### src/rtl/harness_reset_sequencer_if.sv
// Signal bundle between the harness reset sequencer and its environment.
// The sequencer takes the slave view; the environment driving start/abort/kick takes master.
interface harness_reset_sequencer_if #(
  parameter int NUM_CH = 4,
  parameter int CUR_W  = (NUM_CH > 1) ? $clog2(NUM_CH) : 1
);
  // No valid/ready pair: start_i, abort_i and kick_i are level requests sampled on every
  // rising clk edge, so a one-cycle pulse is one request. Every output is registered.
  logic              start_i;
  logic              abort_i;
  logic [NUM_CH-1:0] ch_mask_i;
  logic              kick_i;
  logic [NUM_CH-1:0] ch_rst_n_o;
  logic [CUR_W-1:0]  cur_ch_o;
  logic              busy_o;
  logic              run_o;
  logic              done_o;
  logic              timeout_o;
  logic [2:0]        dbg_state;

  modport master (
    output start_i, abort_i, ch_mask_i, kick_i,
    input  ch_rst_n_o, cur_ch_o, busy_o, run_o, done_o, timeout_o, dbg_state
  );

  modport slave (
    input  start_i, abort_i, ch_mask_i, kick_i,
    output ch_rst_n_o, cur_ch_o, busy_o, run_o, done_o, timeout_o, dbg_state
  );
endinterface

### src/rtl/harness_reset_sequencer.sv
// Ordered per-channel reset release with a kickable run-phase watchdog.
// Optional macro HARNESS_RSTSEQ_WDOG_EN enables the watchdog and the TIMEOUT state.
module harness_reset_sequencer #(
  parameter int NUM_CH      = 4,
  parameter int CNT_W       = 16,
  parameter int HOLD_CYCLES = 8,
  parameter int GAP_CYCLES  = 4,
  parameter int WDOG_CYCLES = 1000
) (
  input logic                     clk,
  input logic                     rst_n,
  harness_reset_sequencer_if.slave bus
);

  localparam int CUR_W = (NUM_CH > 1) ? $clog2(NUM_CH) : 1;
  localparam logic [CNT_W-1:0] HOLD_LOAD = CNT_W'(HOLD_CYCLES - 1);
  localparam logic [CNT_W-1:0] GAP_LOAD  = CNT_W'(GAP_CYCLES - 1);
  localparam logic [CNT_W-1:0] WDOG_LOAD = CNT_W'(WDOG_CYCLES - 1);
  localparam logic [CNT_W-1:0] CNT_ONE   = CNT_W'(1);
  localparam logic [CUR_W-1:0] LAST_CH   = CUR_W'(NUM_CH - 1);
  localparam logic [CUR_W-1:0] CUR_ONE   = CUR_W'(1);

  typedef enum logic [2:0] {
    S_IDLE    = 3'd0,
    S_HOLD    = 3'd1,
    S_RELEASE = 3'd2,
    S_RUN     = 3'd3
`ifdef HARNESS_RSTSEQ_WDOG_EN
    ,S_TIMEOUT = 3'd4
`endif
  } state_t;

  state_t            state_q, state_d;
  logic [CNT_W-1:0]  cnt_q, cnt_d;
  logic [CUR_W-1:0]  cur_q, cur_d;
  logic [NUM_CH-1:0] mask_q, mask_d;
  logic [NUM_CH-1:0] ch_q, ch_d;
  logic              done_q, done_d;
  logic              take_start;
  logic              enter_ch;
  logic [CUR_W-1:0]  enter_idx;

  always_ff @(posedge clk or negedge rst_n) begin
    if (!rst_n) begin
      state_q <= S_IDLE;
      cnt_q   <= '0;
      cur_q   <= '0;
      mask_q  <= '0;
      ch_q    <= '0;
      done_q  <= 1'b0;
    end else begin
      state_q <= state_d;
      cnt_q   <= cnt_d;
      cur_q   <= cur_d;
      mask_q  <= mask_d;
      ch_q    <= ch_d;
      done_q  <= done_d;
    end
  end

  always_comb begin
    state_d    = state_q;
    cnt_d      = cnt_q;
    cur_d      = cur_q;
    mask_d     = mask_q;
    ch_d       = ch_q;
    done_d     = 1'b0;
    take_start = 1'b0;
    enter_ch   = 1'b0;
    enter_idx  = '0;
    if (bus.abort_i) begin
      // Abort outranks a simultaneous start in every state.
      state_d = S_IDLE;
      cnt_d   = '0;
      cur_d   = '0;
      ch_d    = '0;
    end else begin
      case (state_q)
        S_IDLE: take_start = bus.start_i;
        S_HOLD: begin
          if (cnt_q == '0) begin
            enter_ch  = 1'b1;
            enter_idx = '0;
          end else begin
            cnt_d = cnt_q - CNT_ONE;
          end
        end
        S_RELEASE: begin
          if (cnt_q != '0) begin
            cnt_d = cnt_q - CNT_ONE;
          end else if (cur_q == LAST_CH) begin
            state_d = S_RUN;
            done_d  = 1'b1;
            cnt_d   = WDOG_LOAD;
          end else begin
            enter_ch  = 1'b1;
            enter_idx = cur_q + CUR_ONE;
          end
        end
`ifdef HARNESS_RSTSEQ_WDOG_EN
        S_RUN: begin
          // A kick on the terminal count still reloads; expiry needs a silent zero cycle.
          if (bus.kick_i) begin
            cnt_d = WDOG_LOAD;
          end else if (cnt_q == '0) begin
            state_d = S_TIMEOUT;
            ch_d    = '0;
          end else begin
            cnt_d = cnt_q - CNT_ONE;
          end
        end
        S_TIMEOUT: take_start = bus.start_i;
`endif
        default: ;
      endcase

      if (take_start) begin
        state_d = S_HOLD;
        mask_d  = bus.ch_mask_i;
        cnt_d   = HOLD_LOAD;
        cur_d   = '0;
        ch_d    = '0;
      end

      // The released bit is written on the same edge that selects the channel, so the
      // DUT sees its reset lift in the first RELEASE cycle for that channel.
      if (enter_ch) begin
        state_d = S_RELEASE;
        cur_d   = enter_idx;
        if (mask_q[enter_idx]) begin
          ch_d[enter_idx] = 1'b1;
          cnt_d           = GAP_LOAD;
        end else begin
          cnt_d = '0;
        end
      end
    end
  end

  assign bus.ch_rst_n_o = ch_q;
  assign bus.cur_ch_o   = cur_q;
  assign bus.busy_o     = (state_q == S_HOLD) || (state_q == S_RELEASE);
  assign bus.run_o      = (state_q == S_RUN);
  assign bus.done_o     = done_q;
  assign bus.dbg_state  = state_q;

`ifdef HARNESS_RSTSEQ_WDOG_EN
  assign bus.timeout_o = (state_q == S_TIMEOUT);
`else
  logic unused_kick;
  assign unused_kick   = bus.kick_i;
  assign bus.timeout_o = 1'b0;
`endif

endmodule

### src/flat_wrapper.sv
// flat-port wrapper written by rule: the top's interface ports become plain ports
module harness_reset_sequencer_flat 
#(
  parameter int NUM_CH      = 4,
  parameter int CNT_W       = 16,
  parameter int HOLD_CYCLES = 8,
  parameter int GAP_CYCLES  = 4,
  parameter int WDOG_CYCLES = 1000
)
  (clk, rst_n, bus_start_i, bus_abort_i, bus_ch_mask_i, bus_kick_i, bus_ch_rst_n_o, bus_cur_ch_o, bus_busy_o, bus_run_o, bus_done_o, bus_timeout_o, bus_dbg_state);
  harness_reset_sequencer_if #(.NUM_CH(NUM_CH)) bus_i ();
  input logic clk;
  input logic rst_n;
  input wire logic [$bits(bus_i.start_i)-1:0] bus_start_i;
  input wire logic [$bits(bus_i.abort_i)-1:0] bus_abort_i;
  input wire logic [$bits(bus_i.ch_mask_i)-1:0] bus_ch_mask_i;
  input wire logic [$bits(bus_i.kick_i)-1:0] bus_kick_i;
  output wire logic [$bits(bus_i.ch_rst_n_o)-1:0] bus_ch_rst_n_o;
  output wire logic [$bits(bus_i.cur_ch_o)-1:0] bus_cur_ch_o;
  output wire logic [$bits(bus_i.busy_o)-1:0] bus_busy_o;
  output wire logic [$bits(bus_i.run_o)-1:0] bus_run_o;
  output wire logic [$bits(bus_i.done_o)-1:0] bus_done_o;
  output wire logic [$bits(bus_i.timeout_o)-1:0] bus_timeout_o;
  output wire logic [$bits(bus_i.dbg_state)-1:0] bus_dbg_state;
  assign bus_i.start_i = bus_start_i;
  assign bus_i.abort_i = bus_abort_i;
  assign bus_i.ch_mask_i = bus_ch_mask_i;
  assign bus_i.kick_i = bus_kick_i;
  assign bus_ch_rst_n_o = bus_i.ch_rst_n_o;
  assign bus_cur_ch_o = bus_i.cur_ch_o;
  assign bus_busy_o = bus_i.busy_o;
  assign bus_run_o = bus_i.run_o;
  assign bus_done_o = bus_i.done_o;
  assign bus_timeout_o = bus_i.timeout_o;
  assign bus_dbg_state = bus_i.dbg_state;
  harness_reset_sequencer #(.NUM_CH(NUM_CH), .CNT_W(CNT_W), .HOLD_CYCLES(HOLD_CYCLES), .GAP_CYCLES(GAP_CYCLES), .WDOG_CYCLES(WDOG_CYCLES)) u_core (.clk(clk), .rst_n(rst_n), .bus(bus_i));
endmodule
### config.mk
export PLATFORM = sky130hd
export DESIGN_NAME = harness_reset_sequencer_flat
export DESIGN_NICKNAME = d
export VERILOG_FILES = /design/src/rtl/harness_reset_sequencer_if.sv /design/src/rtl/harness_reset_sequencer.sv /design/src/flat_wrapper.sv
export SDC_FILE = /design/constraint.sdc
export NUM_CORES = 1
export LEC_CHECK = 0
export ABC_CLOCK_PERIOD_IN_PS = 1990
export CORE_ASPECT_RATIO = 0.6
export CORE_MARGIN = 4
export CORE_UTILIZATION = 45
export CTS_BUF_LIST = sky130_fd_sc_hd__clkbuf_4 sky130_fd_sc_hd__clkbuf_8 sky130_fd_sc_hd__clkbuf_16
export DETAILED_ROUTE_END_ITERATION = 12
export PLACE_DENSITY = 0.69
export REMOVE_ABC_BUFFERS = 1
export SETUP_SLACK_MARGIN = 0.5
export SYNTH_ARGS = -nofsm -noshare
export SYNTH_HDL_FRONTEND = slang
export SYNTH_SLANG_ARGS = --single-unit
### constraint.sdc
create_clock -name clk -period 1.99 [get_ports clk]
set_input_delay 0.398 -clock clk [delete_from_list [all_inputs] [get_ports clk]]
set_output_delay 0.398 -clock clk [all_outputs]
set_load 0.02 [all_outputs]
# [Word level (Yosys, flattened, before mapping)]
# Cells that the tools add are included.
[classes] n_bitwise=2 mux=41 n_lt_le_gt_ge=2 reduce_logical=12 n_eq_ne=7 addsub=2
[ops] op="16-bit two-way mux" n=6
[ops] op="16-bit one-hot mux with 2 select lines" n=1
[ops] op="4-bit two-way mux" n=5
[ops] op="3-bit two-way mux" n=6
[ops] op="16-bit logical NOT" n=1
[ops] op="2-bit two-way mux" n=8
[ops] op="16-bit nonzero test" n=1
[ops] op="16-bit by 1-bit subtractor with 16-bit output, second input constant" n=1
[ops] op="1-bit two-way mux" n=12
[ops] op="4-bit nonzero test" n=2
[ops] op="3-bit by 2-bit == test with 1-bit output, second input constant" n=2
[ops] op="6-bit by 3-bit != test with 1-bit output, second input constant" n=1
[ops] op="3-bit AND reduction" n=2
[ops] op="5-bit != test, second input constant" n=1
[ops] op="5-bit nonzero test" n=1
[ops] op="4-bit != test, second input constant" n=1
[ops] op="4-bit bitwise OR" n=1
[ops] op="3-bit by 1-bit == test with 1-bit output, second input constant" n=1
[ops] op="3-bit logical NOT" n=1
[ops] op="2-bit by 3-bit < comparator with 1-bit output, second input constant" n=1
[ops] op="3-bit nonzero test" n=1
[ops] op="2-bit by 1-bit adder with 2-bit output, second input constant" n=1
[ops] op="1-bit binary-select mux with 2-bit select" n=1
[ops] op="1-bit demux with 2-bit select" n=1
[ops] op="other kinds (7)" n=7
[word_totals] wordCells=72 out_inout_bits=13 ff_bits=30

# [Depth between registers and ports, before layout]
# Gate-level depths: netlist of run 1.
[logic_depth] ltp_word=13 depth_mapped=8

# [Worst setup path after synthesis of run 1]
# No wires, ideal clock.
[synth_path] kind="reg2reg" start="register u_core.state_q[0], in the netlist u_core.bus.dbg_state[0]" end="register u_core.cnt_q[11]" setup_time_ps=143 setup_slack_ps=-326 period_less_slack_ps=2316 arrival_ps=2173 stages_incl_launch_ff=7 path_buffers=0 path_cell_list="dfrtp_1 inv_1 ha_1 or4b_1 or4_4 o211ai_4 a22oi_1"
[synth_via] elab_chain_len=6 elab_cells_between_ends=15 classes_between="4 x eq/ne; 8 x mux; 3 x reduce/logical"
[synth_lines] element="start: declaration" line="harness_reset_sequencer.sv:33" rtl="state_t state_q, state_d;"
[synth_lines] element="start signal: assignment" line="harness_reset_sequencer.sv:52" rtl="state_q <= state_d;"
[synth_lines] element="parallel branches: the longest is 6 deep, another holds 6-bit by 3-bit != test with 1-bit output"
[synth_lines] element="end signal: assignment" line="harness_reset_sequencer.sv:53" rtl="cnt_q <= cnt_d;"
[synth_lines] element="end: declaration" line="harness_reset_sequencer.sv:34" rtl="logic [CNT_W-1:0] cnt_q, cnt_d;"
# Several ways; the timed one is not identified. The select of a mux whose other input is x is not followed.
# A chain may end at the register's enable or synchronous reset.

# [Final worst setup path of run 1]
[layout_path] start="register u_core.cnt_q[0]" end="register u_core.cnt_q[1]"
[layout_via] elab_chain_len=9 elab_cells_between_ends=23 classes_between="1 x add/sub; 2 x eq/ne; 16 x mux; 4 x reduce/logical"
[layout_lines] element="parallel branches: the longest is 9 deep, another holds 16-bit by 1-bit subtractor with 16-bit output"
# Several ways; the timed one is not identified. The select of a mux whose other input is x is not followed.

==> run metrics, run 1 <==
num ports=22; VDD IR max=0.550 mV; crit path capture type=flop; outcome=finished with violations; unrepaired setup endpoints after global routing=true; critical path, cell by cell=inv_2 > ha_4 > or4b_4 > buf_6 > buf_6 > nor4_4 > a2111oi_2 > a221oi_1; Clock power frac=about 22%; Leak=1.36 nW; leading cell types in the layout, fill and taps excluded=buf_4 (53), dfrtp_1 (28), buf_6 (21); Initial Util=47.3%; sequential fraction of design power=roughly 30%; Reg clk slew, reported paths=about 0.06 ns; CTS tree=built; H-tree depth=2; clock root cell=clkbuf_8; P_int=roughly 1.5 mW; 1st-pass router iterations=5; max-cap violations=0; delay of the slowest critical-path stage=approximately 0.49 ns; vias per std cell=between 6 and 7; startpoint types=flop; Post-synth EDFFs=0; Synth Instances=177; CP max stage cell=or4b_4; Post-Syn Area=about 1800 sq um; Synth Area per Inst=roughly 9.9 sq um; sequential share of the synthesized area=between 40% and 50%; drt drc=0; most common cell after layout, fill and taps aside=buf_4; skew final=roughly 0.0025 ns; hold crit path type=flop to flop; power share of the combinational group=a little under half; violated checks=negative setup slack; final setup fails=24; DPL Wire Length=between 3 and 4 mm; die height=~56 um; Final Hold Vio Count=0; Clock Sinks=29; CP max FO=4; CP most frequent cell=buf_6; main flop type after synthesis=dfrtp_1; total track usage=24.7%; GRT overflow=0; Placeable Area=3700 sq um; first-pass GRT wire length=between 9 and 10 mm; WP data required=between 2 and 2.5 ns; clk buf depth=2; Skew-Pair Late Insertion Delay=approximately 0.29 ns; ANT cells=0; Net Sw Frac=37.8%; Non-Filler Instances=309; total power=approximately 2.4 mW; max-slew violation count=0; WL final=between 6 and 7 mm; vias=around 2000; Routed Antenna Nets=0; switching pwr=between 0.9 and 1 mW; Num CTS Buffers=5; fmax=roughly 0.45 GHz; fin crit share=112%; I/O Buffers=18; vias in the first global route=between 1500 and 2000; Row Count=17; # fillers=about 230; Seq cells post-synth=29; Starting DRT DRC Count=between 200 and 250; Power Dens Cells=862 nW/um^2; initial antenna violation count=0; final cell utilization of the core=76.4%; Yosys warnings=0; ys async rst share=between 90% and 100%; crit path DAT=roughly 2.4 ns; largest net degree at the start of global routing=30; fraction of layout instances using a drive strength above 1=about half; Crit Path Class=flop to flop; Distinct cells, synth=50; Post-CTS Hold Buffers=0; Placed Cells incl. Taps=284; die area=roughly 5000 sq um; post-layout min period=~2.2 ns; wire length per cell=approximately 21 um; nets=277; area grow syn2layout=61.5%; GP Congestion=between 0.9 and 1; Die X=between 80 and 90 um; final worst slack=-0.246 ns
==> power by group through the flow <==
stage / Combinational, mW / Sequential [mW] / Clock (mW)
3_5_place_dp: 0.859 / 0.717 / 0
4_1_cts: 1.03 / 0.713 / 0.546
3_3_place_gp: 0.823 / 0.714 / 0
2_1_floorplan: 0.405 / 0.734 / 0
5_1_grt: 1.24 / 0.730 / 0.570
6_report: 1.17 / 0.725 / 0.545
==> cell type report <==
cell class                      count  area (sq um)  area share [%]
Multi-Input combinational cell    130          1150            40.6
Sequential cell                    29           727            25.7
Clock buffer                        7          96.3            3.41
Clock inverter                      1          5.00           0.177
Inverter                            7          26.3           0.929
Timing Repair Buffer               88           766            27.1
Tap cell                           47          58.8            2.08
==> flip-flops by register name, indices dropped and copies added, names as in the netlist <==
name                   count
u_core.bus.dbg_state       2
u_core.mask_q              4
u_core.cnt_q              16
u_core.bus.cur_ch_o        2
u_core.bus.ch_rst_n_o      4
u_core.bus.done_o          1
==> routing by layer <==
| layer | global-route usage [%] | part of all wire [%] | vias to the layer above |
|---|---|---|---|
| li1 | - | - | 850 |
| met1 | 34.1 | 43 | 977 |
| met2 | 38.0 | 45 | 133 |
| met3 | 5.43 | 8.3 | 38 |
| met4 | 8.41 | 3.8 | 0 |
| met5 | 0 | 0 | - |
==> logic make-up (layout without fill, tap and decap cells) <==
kind of cell	after synthesis	in the layout	share of synthesized area, %
fa+ha+maj	7	7	5.00
compound gates	51	51	22.7
mux	3	3	1.93
flops	29	29	41.4
other cells	1	2	0.214
simple gates	64	64	21.4
xor+xnor	3	3	1.50
buf+inv	19	103	5.86
==> synthesized netlist by cell type, types with 2 or more instances <==
| master | number | area, sq um |
|---|---|---|
| nand2_1 | 12 | 45.0 |
| buf_6 | 3 | 33.8 |
| a22oi_1 | 5 | 37.5 |
| mux2_2 | 3 | 33.8 |
| xor2_1 | 2 | 17.5 |
| inv_1 | 7 | 26.3 |
| nor3_1 | 7 | 35.0 |
| nand4_1 | 7 | 43.8 |
| a21o_1 | 2 | 15.0 |
| or3_1 | 5 | 31.3 |
| nor2_1 | 8 | 30.0 |
| a41o_1 | 4 | 40.0 |
| nor4_1 | 4 | 25.0 |
| clkbuf_1 | 5 | 18.8 |
| buf_4 | 2 | 15.0 |
| or4_4 | 2 | 22.5 |
| nand3_1 | 4 | 20.0 |
| a221oi_1 | 2 | 17.5 |
| or4_1 | 3 | 22.5 |
| a211oi_1 | 3 | 22.5 |
| ha_1 | 7 | 87.6 |
| nor3b_1 | 2 | 15.0 |
| o211ai_1 | 4 | 30.0 |
| o21ai_0 | 6 | 30.0 |
| dfrtp_1 | 29 | 726 |
| a21oi_1 | 7 | 35.0 |
| o31ai_1 | 5 | 37.5 |
| or4b_1 | 2 | 20.0 |
| and3_1 | 3 | 18.8 |
| nor3_2 | 2 | 20.0 |
==> final timing paths <==
path | start | endpoint | slack (ns) | cells after the start
max in group asynchronous | rst_n | u_core.bus.dbg_state[1]$_DFFE_PN0P_ | 1.18 | 2
min in group asynchronous | rst_n | u_core.bus.ch_rst_n_o[3]$_DFF_PN0_ | 0.50 | 2
setup reg to reg | u_core.cnt_q[0]$_DFFE_PN0P_ | u_core.cnt_q[1]$_DFFE_PN0P_ | -0.25 | 8
hold / removal | u_core.bus.ch_rst_n_o[2]$_DFF_PN0_ | u_core.bus.ch_rst_n_o[2]$_DFF_PN0_ | 0.49 | 2
setup / recovery | u_core.cnt_q[0]$_DFFE_PN0P_ | u_core.cnt_q[1]$_DFFE_PN0P_ | -0.25 | 8
hold reg to reg | u_core.bus.ch_rst_n_o[2]$_DFF_PN0_ | u_core.bus.ch_rst_n_o[2]$_DFF_PN0_ | 0.49 | 2
==> worst max-delay path: cells and delay by family (launching register included) <==
kind / cells / cell delay (ns)
and+or+nand+nor: 2 / 0.81
AOI/OAI and AO/OA: 2 / 0.43
DFF: 1 / 0.40
buffers and inverters: 3 / 0.36
adders and majority gates: 1 / 0.11
==> per-stage QoR <==
step / TNS, ns / cell area, sq um / hold slack, ns / worst slack [ns]
3_5_place_dp: -5.50 / 2320 / 0.470 / -0.308
3_3_place_gp: -3.72 / 2320 / 0.468 / -0.226
5_1_grt: -5.48 / 2830 / 0.526 / -0.326
6_report: -3.95 / 2830 / 0.491 / -0.246
2_1_floorplan: -4.62 / 1680 / 0.102 / -0.393
4_1_cts: -2.75 / 2690 / 0.490 / -0.194
==> timing repair <==
action | CTS | global route
resized for setup | 66 | 30
setup endpoints to repair | 39 | 32
pin swaps | 26 | 13
setup buffers | 10 | 7
(Power assumes the default switching activity.)
==> inputs of run 2 (changes only) <==
--- a/config.mk
+++ b/config.mk
@@ -12,7 +12,6 @@
 export CTS_BUF_LIST = sky130_fd_sc_hd__clkbuf_4 sky130_fd_sc_hd__clkbuf_8 sky130_fd_sc_hd__clkbuf_16
 export DETAILED_ROUTE_END_ITERATION = 12
 export PLACE_DENSITY = 0.69
-export REMOVE_ABC_BUFFERS = 1
 export SETUP_SLACK_MARGIN = 0.5
 export SYNTH_ARGS = -nofsm -noshare
 export SYNTH_HDL_FRONTEND = slang
==> run 2 against run 1 <==
  * The flow still finishes with violations (negative setup slack)
  * Design area fell by 5.3%
  * Critical endpoint is now u_core.cnt_q[11]$_DFFE_PN0P_
  * Critical path depth fell by 2
  * Largest power group unchanged
  * Highest routed layer unchanged
  * Largest cell class unchanged
  * First-iteration DRC count fell by 45%
  * Count of clock-buffer cells in the layout did not move
==> run metrics, run 2 (same netlist as run 1, synthesis figures left out) <==
delay of the slowest critical-path stage=0.49 ns (about the same); unrepaired setup endpoints after global routing=true; I/O Buffers=18 (unchanged); H-tree depth=2 (unchanged); WL final=5.77 mm (-11%); num ports=22 (unchanged); Non-Filler Instances=296 (-4.2%); total track usage=24.5% (-0.11 points); CP max stage cell=or4b_4; crit path DAT=2.29 ns (-0.12 ns); Post-CTS Hold Buffers=0 (unchanged); Fin Setup TNS=-2.22 ns (+1.73 ns); GP Congestion=0.862 (-6.4%); Initial Util=47.3% (unchanged); Top Metal Used=met4; pre-CTS WS=-0.315 ns (-0.00722 ns); WP data required=2.14 ns (-0.03 ns); WL met2=2.67 mm (-8.9%); most flop-heavy register=u_core.cnt_q; nets=264 (-4.7%); Hold WS=0.486 ns (-0.00569 ns); Leak=1.28 nW (-6.0%); Crit Path Class=flop to flop; fin crit share=107% (-5.0 points); Power Dens Cells=873 nW/um^2 (+1.2%); Row Count=17 (unchanged); final cell utilization of the core=72.4% (-4.1 points); Skew-Pair Late Insertion Delay=0.29 ns (about the same); most common cell after layout, fill and taps aside=buf_4; violated checks=negative setup slack; DRT met1 WL=2.54 mm (-8.2%); DPL Wire Length=3.81 mm (+0.47%); post-layout min period=2.14 ns (-0.0999 ns); VDD IR max=0.617 mV (+12%); ANT cells=0 (unchanged); Placeable Area=3700 sq um (unchanged); first-pass GRT wire length=9.09 mm (-3.8%); die height=56.3 um (unchanged); Placed Cells incl. Taps=278 (-2.1%); Reg clk slew, reported paths=0.07 ns (about the same); leading cell types in the layout, fill and taps excluded=buf_4 (51), dfrtp_1 (27), nand2_1 (10); cell family with most CP delay=simple AND/OR/NAND/NOR gates; 1st-pass router iterations=5 (unchanged); Post-DP Area=2300 sq um (-0.70%); clk buf depth=2 (unchanged); fraction of layout instances using a drive strength above 1=44.2% (-3.9 points); GRT overflow=0 (unchanged); Max-slew headroom=roughly two thirds; Clock Sinks=29 (unchanged); max FFs per register=16 (unchanged); Die X=88.5 um (unchanged); drt drc=0 (unchanged); met3 routed WL=371 um (-31%); vias per std cell=6.15 (-4.9%); Routed Antenna Nets=0 (unchanged); final setup fails=24 (unchanged); vias in the first global route=1786 (-6.7%); area grow syn2layout=52.9%; hold crit path type=input pin to asynchronous set/reset pin; clock root cell=clkbuf_8; skew final=0.00751 ns (+0.00504 ns); max-slew violation count=0 (unchanged); startpoint types=flop; total power=2.34 mW (-4.1%); CP bufs+invs=1 (-2); fmax=0.468 GHz (+4.7%); vias=1821 (-8.9%); Final Hold Vio Count=0 (unchanged); critical path, cell by cell=inv_2 > ha_4 > or4b_4 > or3_4 > o211ai_4 > a22oi_1; CTS tree=built; worst-margin pin slew=0.516 ns; outcome=finished with violations; CP max FO=8 (+4); initial antenna violation count=0 (unchanged); Starting DRT DRC Count=129 (-45%); Num CTS Buffers=5 (unchanged); wire length per cell=19.5 um (-6.9%); largest net degree at the start of global routing=30 (unchanged); max-cap violations=0 (unchanged); final instance area=2680 sq um (-5.3%); die area=4990 sq um (unchanged); final worst slack=-0.146 ns (+0.0999 ns); crit path capture type=flop
-- run 2: cell types whose count changed in the layout (fill, tap and decap cells not counted), moves of 2 or more --
cell	change
a21oi_2	-2
buf_6	-12
buf_4	-2
mux2_2	+3
mux2_4	-3
a21oi_1	+2
nand2_2	-3
nand2_1	+2
-- run 2: routing by layer --
metal	vias to the layer above	global-route usage, %
li1	818	-
met1	892	32.5
met2	89	37.8
met3	22	5.28
met4	0	11.9
met5	-	0
-- run 2: cell type report --
cell class / instances / area (sq um)
tap: 47 / 58.8
timing repair buffer: 75 / 622
inverter: 7 / 26.3
fill: 253 / 1020
sequential: 29 / 728
clock inverter: 1 / 5.00
clock buffer: 7 / 96.3
multi-input combinational: 130 / 1140
-- run 2: worst paths after layout --
check                           cells past startpoint                               start  slack (ns)                                  end
worst min-delay path                                2                               rst_n        0.49         u_core.mask_q[2]$_DFFE_PN0P_
max in group asynchronous                           2                               rst_n        1.19  u_core.bus.dbg_state[1]$_DFFE_PN0P_
min in group clk                                    2  u_core.bus.ch_rst_n_o[0]$_DFF_PN0_        0.49   u_core.bus.ch_rst_n_o[0]$_DFF_PN0_
worst max-delay path                                6         u_core.cnt_q[1]$_DFFE_PN0P_       -0.15         u_core.cnt_q[11]$_DFFE_PN0P_
worst max register to register                      6         u_core.cnt_q[1]$_DFFE_PN0P_       -0.15         u_core.cnt_q[11]$_DFFE_PN0P_
worst min register to register                      2  u_core.bus.ch_rst_n_o[0]$_DFF_PN0_        0.49   u_core.bus.ch_rst_n_o[0]$_DFF_PN0_
-- run 2: what timing repair did --
action / CTS / global route
setup endpoints to repair: 39 / 32
setup buffers: 8 / 2
pin swaps: 20 / 8
resized for setup: 61 / 9
-- run 2: worst register-to-register path, cell delays in order (launching register included) --
cell      delay, ns
dfrtp_1        0.39
inv_2          0.09
ha_4           0.12
or4b_4         0.49
or3_4          0.47
o211ai_4       0.31
a22oi_1        0.14
-- run 2: power by group --
group	switching (mW)	internal, mW
Clock	0.241	0.312
Combinational	0.582	0.480
Sequential	0.0562	0.667
Total	0.880	1.46
